### config.mk
export PLATFORM = sky130hd
export DESIGN_NAME = shift_sequencer_flat
export DESIGN_NICKNAME = d
export VERILOG_FILES = /design/src/rtl/shift_sequencer_if.sv /design/src/rtl/shift_sequencer.sv /design/src/flat_wrapper.sv
export SDC_FILE = /design/constraint.sdc
export NUM_CORES = 1
export LEC_CHECK = 0
export BUFFER_PORTS_ARGS = -buffer_cell sky130_fd_sc_hd__buf_2
export CAP_MARGIN = 25
export CORE_MARGIN = 2
export CORE_UTILIZATION = 45
export CTS_BUF_LIST = sky130_fd_sc_hd__clkbuf_4 sky130_fd_sc_hd__clkbuf_8
export CTS_CLUSTER_SIZE = 20
export DETAILED_ROUTE_END_ITERATION = 10
export GPL_TIMING_DRIVEN = 0
export PLACE_DENSITY = 0.66
export SLEW_MARGIN = 20
export SYNTH_ARGS = -nofsm -noshare
export SYNTH_HDL_FRONTEND = slang
export SYNTH_SLANG_ARGS = --single-unit
### constraint.sdc
create_clock -name clk -period 5.5 [get_ports clk]
set_input_delay 0.55 -clock clk [delete_from_list [all_inputs] [get_ports clk]]
set_output_delay 0.55 -clock clk [all_outputs]
set_load 0.1 [all_outputs]
### src/rtl/shift_sequencer_if.sv
// Request/response bundle for shift_sequencer.
//   master : requester side (drives req_*, abort, rsp_ready)
//   slave  : sequencer side (drives req_ready, busy, rsp_valid, rsp_data)
// Signals:
//   req_valid/req_ready  request handshake
//   req_data             operand, WIDTH bits
//   req_amt              shift amount, 8 bits unsigned
//   req_dir              0 = left, 1 = right
//   req_mode             0 = logical (zero fill), 1 = rotate
//   abort                synchronous cancel of the in-flight operation
//   busy                 sequencer is in SHIFT or DONE
//   rsp_valid/rsp_ready  response handshake
//   rsp_data             result, WIDTH bits
interface shift_sequencer_if #(
    parameter int unsigned WIDTH = 8
) ();
    logic             req_valid;
    logic             req_ready;
    logic [WIDTH-1:0] req_data;
    logic [7:0]       req_amt;
    logic             req_dir;
    logic             req_mode;
    logic             abort;
    logic             busy;
    logic             rsp_valid;
    logic             rsp_ready;
    logic [WIDTH-1:0] rsp_data;

    modport master (
        output req_valid, req_data, req_amt, req_dir, req_mode, abort, rsp_ready,
        input  req_ready, busy, rsp_valid, rsp_data
    );

    modport slave (
        input  req_valid, req_data, req_amt, req_dir, req_mode, abort, rsp_ready,
        output req_ready, busy, rsp_valid, rsp_data
    );
endinterface

### src/rtl/shift_sequencer.sv
// Multi-cycle shift/rotate sequencer: moves the operand at most STEP bit
// positions per cycle instead of using a full barrel shifter.
// Ports:
//   clk    rising-edge clock
//   rst_n  asynchronous active-low reset
//   bus    shift_sequencer_if.slave (request and response handshakes, abort, busy)
// Parameters:
//   WIDTH  operand/result width, power of 2
//   STEP   max bit positions per SHIFT cycle, 1..WIDTH
// Optional feature macro: SHIFT_EARLY_OUT_EN
//   When defined, zero-amount and saturated logical requests skip SHIFT.
module shift_sequencer #(
    parameter int unsigned WIDTH = 8,
    parameter int unsigned STEP  = 1
) (
    input  logic          clk,
    input  logic          rst_n,
    shift_sequencer_if.slave bus
);
    localparam int unsigned CW = $clog2(WIDTH) + 1;

    typedef enum logic [1:0] {
        IDLE,
        SHIFT,
        DONE
    } state_t;

    state_t           r_state;
    logic [WIDTH-1:0] r_work;
    logic [WIDTH-1:0] r_rsp_data;
    logic [CW-1:0]    r_cnt;
    logic             r_dir;
    logic             r_mode;
    logic             r_rsp_valid;
    logic             r_busy;
    logic             r_req_ready;

    logic [CW-1:0]    w_eff;
    logic [CW-1:0]    w_step;
    logic [CW-1:0]    w_cnt_next;
    logic [WIDTH-1:0] w_shifted;

    always_comb begin
        // Rotate wraps the amount; logical saturates at WIDTH (all bits gone).
        if (bus.req_mode) begin
            w_eff = CW'(32'(bus.req_amt) % WIDTH);
        end else if (32'(bus.req_amt) >= WIDTH) begin
            w_eff = CW'(WIDTH);
        end else begin
            w_eff = CW'(bus.req_amt);
        end

        w_step     = (r_cnt > CW'(STEP)) ? CW'(STEP) : r_cnt;
        w_cnt_next = r_cnt - w_step;

        // A shift by WIDTH yields zero, so rotate by 0 needs no special case.
        case ({r_mode, r_dir})
            2'b00:   w_shifted = r_work << w_step;
            2'b01:   w_shifted = r_work >> w_step;
            2'b10:   w_shifted = (r_work << w_step) | (r_work >> (CW'(WIDTH) - w_step));
            default: w_shifted = (r_work >> w_step) | (r_work << (CW'(WIDTH) - w_step));
        endcase
    end

    always_ff @(posedge clk or negedge rst_n) begin
        if (!rst_n) begin
            r_state     <= IDLE;
            r_work      <= '0;
            r_rsp_data  <= '0;
            r_cnt       <= '0;
            r_dir       <= 1'b0;
            r_mode      <= 1'b0;
            r_rsp_valid <= 1'b0;
            r_busy      <= 1'b0;
            r_req_ready <= 1'b1;
        end else begin
            case (r_state)
                IDLE: begin
                    if (!bus.abort && bus.req_valid) begin
                        r_work      <= bus.req_data;
                        r_cnt       <= w_eff;
                        r_dir       <= bus.req_dir;
                        r_mode      <= bus.req_mode;
                        r_busy      <= 1'b1;
                        r_req_ready <= 1'b0;
`ifdef SHIFT_EARLY_OUT_EN
                        if (w_eff == '0 || (!bus.req_mode && 32'(bus.req_amt) >= WIDTH)) begin
                            r_state <= DONE;
                            r_cnt   <= '0;
                            if (w_eff != '0) begin
                                r_work <= '0;
                            end
                        end else begin
                            r_state <= SHIFT;
                        end
`else
                        r_state <= SHIFT;
`endif
                    end
                end

                SHIFT: begin
                    if (bus.abort) begin
                        r_state     <= IDLE;
                        r_cnt       <= '0;
                        r_rsp_valid <= 1'b0;
                        r_busy      <= 1'b0;
                        r_req_ready <= 1'b1;
                    end else begin
                        r_work <= w_shifted;
                        r_cnt  <= w_cnt_next;
                        if (w_cnt_next == '0) begin
                            r_state <= DONE;
                        end
                    end
                end

                DONE: begin
                    // First DONE cycle registers the result onto the response
                    // port; the handshake is only honoured once rsp_valid is up.
                    if (bus.abort) begin
                        r_state     <= IDLE;
                        r_cnt       <= '0;
                        r_rsp_valid <= 1'b0;
                        r_busy      <= 1'b0;
                        r_req_ready <= 1'b1;
                    end else if (!r_rsp_valid) begin
                        r_rsp_valid <= 1'b1;
                        r_rsp_data  <= r_work;
                    end else if (bus.rsp_ready) begin
                        r_state     <= IDLE;
                        r_rsp_valid <= 1'b0;
                        r_busy      <= 1'b0;
                        r_req_ready <= 1'b1;
                    end
                end

                default: begin
                    r_state     <= IDLE;
                    r_rsp_valid <= 1'b0;
                    r_busy      <= 1'b0;
                    r_req_ready <= 1'b1;
                end
            endcase
        end
    end

    assign bus.req_ready = r_req_ready;
    assign bus.busy      = r_busy;
    assign bus.rsp_valid = r_rsp_valid;
    assign bus.rsp_data  = r_rsp_data;
endmodule
### src/flat_wrapper.sv
// flat-port wrapper written by rule: the top's interface ports become plain ports
module shift_sequencer_flat 
#(
    parameter int unsigned WIDTH = 8,
    parameter int unsigned STEP  = 1
)
  (clk, rst_n, bus_req_valid, bus_req_data, bus_req_amt, bus_req_dir, bus_req_mode, bus_abort, bus_rsp_ready, bus_req_ready, bus_busy, bus_rsp_valid, bus_rsp_data);
  shift_sequencer_if #(.WIDTH(WIDTH)) bus_i ();
  input  logic clk;
  input  logic rst_n;
  input wire logic [$bits(bus_i.req_valid)-1:0] bus_req_valid;
  input wire logic [$bits(bus_i.req_data)-1:0] bus_req_data;
  input wire logic [$bits(bus_i.req_amt)-1:0] bus_req_amt;
  input wire logic [$bits(bus_i.req_dir)-1:0] bus_req_dir;
  input wire logic [$bits(bus_i.req_mode)-1:0] bus_req_mode;
  input wire logic [$bits(bus_i.abort)-1:0] bus_abort;
  input wire logic [$bits(bus_i.rsp_ready)-1:0] bus_rsp_ready;
  output wire logic [$bits(bus_i.req_ready)-1:0] bus_req_ready;
  output wire logic [$bits(bus_i.busy)-1:0] bus_busy;
  output wire logic [$bits(bus_i.rsp_valid)-1:0] bus_rsp_valid;
  output wire logic [$bits(bus_i.rsp_data)-1:0] bus_rsp_data;
  assign bus_i.req_valid = bus_req_valid;
  assign bus_i.req_data = bus_req_data;
  assign bus_i.req_amt = bus_req_amt;
  assign bus_i.req_dir = bus_req_dir;
  assign bus_i.req_mode = bus_req_mode;
  assign bus_i.abort = bus_abort;
  assign bus_i.rsp_ready = bus_rsp_ready;
  assign bus_req_ready = bus_i.req_ready;
  assign bus_busy = bus_i.busy;
  assign bus_rsp_valid = bus_i.rsp_valid;
  assign bus_rsp_data = bus_i.rsp_data;
  shift_sequencer #(.WIDTH(WIDTH), .STEP(STEP)) u_core (.clk(clk), .rst_n(rst_n), .bus(bus_i));
endmodule
# Word-level counts from Yosys, hierarchy flattened
# Cells that the tools add are included.
# W data, S select, Z words.
[totals] register_bits=27 latch_bits=0 ramBits=0 mem_bits_ro=0 inputBits=23 out_inout_bits=11 wordCells=81 n_memories=0
[classes] addsub=2 n_mul=0 div_mod_pow=0 magnitude_cmp=2 n_eq_ne=11 shift=4 mux=34 bitwise=5 reduce_logical=14
[op_table] cell="$mux W4" count=6
[op_table] cell="$pmux W8 S3" count=1
[op_table] cell="$mux W8" count=2
[op_table] cell="$or A8 B8 Y8" count=2
[op_table] cell="$pmux W8 S2" count=1
[op_table] cell="$shl A8 B4 Y8" count=2
[op_table] cell="$shr A8 B4 Y8" count=2
[op_table] cell="$mux W1" count=13
[op_table] cell="$mux W2" count=6
[op_table] cell="$pmux W4 S3" count=1
[op_table] cell="$pmux W1 S3" count=3
[op_table] cell="$reduce_and A3 Y1" count=3
[op_table] cell="$ge A8 B4 Y1 const B" count=1
[op_table] cell="$reduce_and A4 Y1" count=2
[op_table] cell="$ne A2 B2 Y1 const B" count=3
[op_table] cell="$ne A3 B2 Y1 const B" count=2
[op_table] cell="$pmux W2 S3" count=1
[op_table] cell="$eq A2 B1 Y1 const B" count=2
[op_table] cell="$eq A2 B2 Y1 const B" count=2
[op_table] cell="$gt A4 B1 Y1 const B" count=1
[op_table] cell="$logic_not A2 Y1" count=2
[op_table] cell="$logic_not A4 Y1" count=1
[op_table] cell="$reduce_and A2 Y1" count=2
[op_table] cell="$sub A4 B4 Y4" count=1
[op_table] cell="8 further kinds" count=10

# Logic depth before layout (Yosys ltp)
[logic_depth] depth_word=8 mapped_depth=11 ltp_nobuf=9

# Least setup slack after synthesis
# OpenSTA, ideal clock, no wires.
[synth_path] path_kind="reg-to-reg" from="reg u_core.r_cnt[3]" to="reg u_core.r_work[2]" setup_ps=138 t_arrival_ps=2314 t_required_ps=5362 slack_ps=3048 path_stages_with_launch=11 path_buffers=3 period_less_slack_ps=2452 cell_sequence="dfrtp_1 > or4_4 > clkinv_2 > buf_6 > ha_1 > clkbuf_1 > buf_2 > mux2i_1 > o21ai_0 > a31oi_1 > o221ai_1"
[synth_via] elab_chain_cells=8 word_cells_on_any_way=12 classes_between="1 x add/sub; 1 x order compare; 4 x shift; 4 x mux; 2 x bitwise"
[synth_rtl] element="start, declared" line_no="shift_sequencer.sv:31" rtl="logic [CW-1:0] r_cnt;"
[synth_rtl] element="start signal, assigned" line_no="shift_sequencer.sv:81" rtl="r_cnt <= w_eff;"
[synth_rtl] element="start signal, assigned" line_no="shift_sequencer.sv:111" rtl="r_cnt <= w_cnt_next;"
[synth_rtl] element="$gt A4 B1 Y1" line_no="shift_sequencer.sv:53" rtl="w_step = (r_cnt > CW'(STEP)) ? CW'(STEP) : r_cnt;"
[synth_rtl] element="$mux W4 (*)" line_no="shift_sequencer.sv:53"
[synth_rtl] element="$sub A4 B4 Y4" line_no="shift_sequencer.sv:60, shift_sequencer.sv:61"
[synth_rtl] element="$shl A8 B4 Y8 or $shr A8 B4 Y8 (tied branches)" line_no="shift_sequencer.sv:61, shift_sequencer.sv:60"
[synth_rtl] element="$or A8 B8 Y8 (on tied branches)" line_no="shift_sequencer.sv:61, shift_sequencer.sv:60"
[synth_rtl] element="$pmux W8 S3 (*)" line_no="shift_sequencer.sv:57" rtl="case ({r_mode, r_dir})"
[synth_rtl] element="$mux W8 (*)" line_no="shift_sequencer.sv:103" rtl="if (bus.abort) begin"
[synth_rtl] element="$pmux W8 S2 (*)" line_no="shift_sequencer.sv:77" rtl="case (r_state)"
[synth_rtl] element="end signal, assigned" line_no="shift_sequencer.sv:80" rtl="r_work <= bus.req_data;"
[synth_rtl] element="end signal, assigned" line_no="shift_sequencer.sv:110" rtl="r_work <= w_shifted;"
[synth_rtl] element="end, declared" line_no="shift_sequencer.sv:29" rtl="logic [WIDTH-1:0] r_work;"
# Every way passes the cells marked *; elsewhere a longest branch is shown, timed or not. The select of a mux whose other input is x is not followed.
# A chain may end at the register's enable or synchronous reset.

# Worst setup path after layout
[layout_path] from="reg u_core.r_cnt[3]" to="reg u_core.r_work[5]"
# The elaborated chain is that of the path after synthesis.

==> flow_summary.toml <==
[status]
outcome = "finished clean"

[die]
core_mm2 = 0.00435
fp-row-count = 24
fp.dieArea_mm2 = 0.00507
die_w_um = 71.2
initial_core_util_pct = 46.6
die_h_um = 71.2
ios = 34

[synth]
synth-simple-area-share_pct = 19.0
synthMuxAreaShare_pct = 8.56
syn-num-nets = 277
ys_ff_latch = 27
synth-xor-area-share_pct = 0
yosysWarnings = 0
seq_area_frac_synth_pct = 33.3
netlist_instances = 247
synth_top_area_share_pct = 32.0
synthDistinctLibCells = 53
ys.flop_type = "dfrtp_1"
synth.largest_area_cell = "dfrtp_1"
synth_compound_area_share_pct = 27.5
netlist_top_cells_area = "dfrtp_1 (32%), mux2_2 (6.1%), a21oi_1 (5.7%)"
yosys.area_share.adder_pct = 4.31
synth_edf_count = 0
ys_async_sr_fraction_pct = 100
avgSynthCellArea_um2 = 8.22
synth_top_family_by_area = "compound AO/OA/AOI/OAI gates"
syn_area_mm2 = 0.00203

[placed_design]
port-buffer-count = 33
hpwl_mm = 3.98
place_congestion = 0.915

[drt]
drcViolationCount = 0
drt-wirelength-per-cell_um = 16.0
vias = 1991
drt_wl_total_mm = 5.36
ant_nets = 0
detailedRoute.firstIterationViolations = 257
viasPerCell = 5.93
drt_first_pass_iters = 4

[timing]
clock.fmax_ghz = 0.350
rsz0062_at_grt = "no"
hold_violations = 0
fin_tns_setup_ns = 0
relSlewSlack_pct = 56.5
worstMarginPinSlew_ns = 0.651
slew_violations = 0
setup_viol = 0
skew_ns = 0.00322
fin_crit_ns = 2.86
hold_ws_ns = 0.278
min_period_over_period_pct = 52.0

[layout]
regArea_um2 = 677
fin_nets = 315
final.fill_count = 418
diodes = 0
postLayoutCoreUtil_pct = 53.0
multi_input_area_mm2 = 0.00121
final_common_cell = "buf_2"
area_growth_syn_to_layout_pct = 13.6
drive_above_1_share_pct = 21.5
mostFrequentLayoutCells = "buf_2 (37), dfrtp_1 (26), a21oi_1 (23), o21ai_0 (23), nor2_1 (18)"

[setup_path]
r2r_slack_ns = 2.64
cpPeakStageDelay_ns = 0.58
path_delay_family = "simple AND/OR/NAND/NOR gates"
start_kind = "flop"
end_kind = "flop"
path_cells = "or4_4 > clkinv_2 > buf_6 > ha_1 > clkbuf_1 > clkbuf_1 > nand3_1 > o21ai_0 > nor4_1 > nor2_1 > a21o_1"
critPathMaxFanout = 10
cp_data_arrival_time_ns = 3.04
worstPathRequired_ns = 5.68
startpoint = "u_core.r_cnt[3]"
crit_buf_inv = 4
slowest_stage = "or4_4"
crit_top_cell = "clkbuf_1"
path_class = "flop to flop"
rr_startpoint = "u_core.r_cnt[3]"

[global_route]
grt_util_all_layers_pct = 22.8
grt_overflow = 0
antenna_found_initial = 0
grt_max_degree = 28
grt_pass1_vias = 1950
grt_first_pass_wirelength_mm = 9.38

[clock_tree]
cts_sinks = 27
clk_pin_slew_ns = 0.10
post_cts_buffers = 0
cts_buffers = 3
htreeDepth = 1
clockRootBuffer = "clkbuf_8"
insertion_delay_ns = 0.28
clockBufferDepth = 2
holdBufCountCts = 0
ctsResizeCount = 0
cts_tree = "done"

[hold_path]
hold_path.class = "primary input to async pin"

[job]
maxCapViolCount = 0
worst paths after layout:
check / endpoint / cells after the start
hold / removal: u_core.r_work[6] / 1
min in group clk: u_core.r_dir / 3
setup reg to reg: u_core.r_work[5] / 11
setup / recovery: u_core.r_work[5] / 11
max in group asynchronous: u_core.bus.rsp_data[6] / 1
hold reg to reg: u_core.bus.rsp_data[1] / 1
metrics by stage:
step	area (µm²)	std cells	worst slack [ns]
2_1_floorplan	2030	247	3.05
3_3_place_gp	2260	332	2.66
3_5_place_dp	2260	332	2.68
4_1_cts	2310	336	2.65
5_1_grt	2310	336	2.47
6_report	2310	336	2.64
cell type report:
type	count	area share, %
Buffer	19	4.28
Clock inverter	1	0.217
Tap cell	52	2.82
Timing Repair Buffer	33	7.16
Inverter	12	2.01
Sequential cell	27	29.3
Clock buffer	3	1.79
Multi-Input combinational cell	189	52.4
cell usage after synthesis, types with 2 or more instances:
cell type,n
a211oi_1,2
a21boi_0,2
a21o_1,2
a21oi_1,23
a31oi_1,7
a32oi_1,2
buf_2,4
buf_6,3
clkbuf_1,12
dfrtp_1,26
ha_1,7
inv_1,11
mux2_2,11
mux2i_1,5
nand2_1,17
nand2b_1,5
nand3_1,9
nand3b_1,2
nor2_1,18
nor2b_1,7
nor3_1,9
nor3b_1,2
o2111ai_1,2
o211ai_1,4
o21ai_0,23
o21ai_1,2
o221ai_1,2
o31ai_1,3
flip-flops by register name, indices dropped and copies added, names as in the netlist:
signal / count
u_core.r_state: 2
u_core.r_work: 8
u_core.r_cnt: 4
u_core.bus.busy: 1
u_core.bus.rsp_valid: 1
u_core.r_dir: 1
u_core.bus.rsp_data: 8
u_core.r_mode: 1
u_core.bus.req_ready: 1
layer usage:
| metal | wire length, µm | GRT usage (%) | vias to the layer above |
|---|---|---|---|
| met5 | 0 | 0 | - |
| met4 | 50 | 6.71 | 0 |
| met3 | 221 | 2.14 | 5 |
| met2 | 2580 | 35.6 | 54 |
| met1 | 2510 | 33.5 | 955 |
| li1 | - | - | 977 |
logic make-up (layout without fill, tap and decap cells):
logic type | count (synthesis) | in the layout
AOI/OAI and AO/OA | 88 | 88
and+or+nand+nor | 77 | 77
buffers and inverters | 31 | 68
DFF | 27 | 27
muxes | 16 | 16
adders and majority gates | 7 | 7
other | 1 | 1
Power is not shown: default switching activity piles up to over one toggle a cycle in this logic, so the estimate is an artifact.
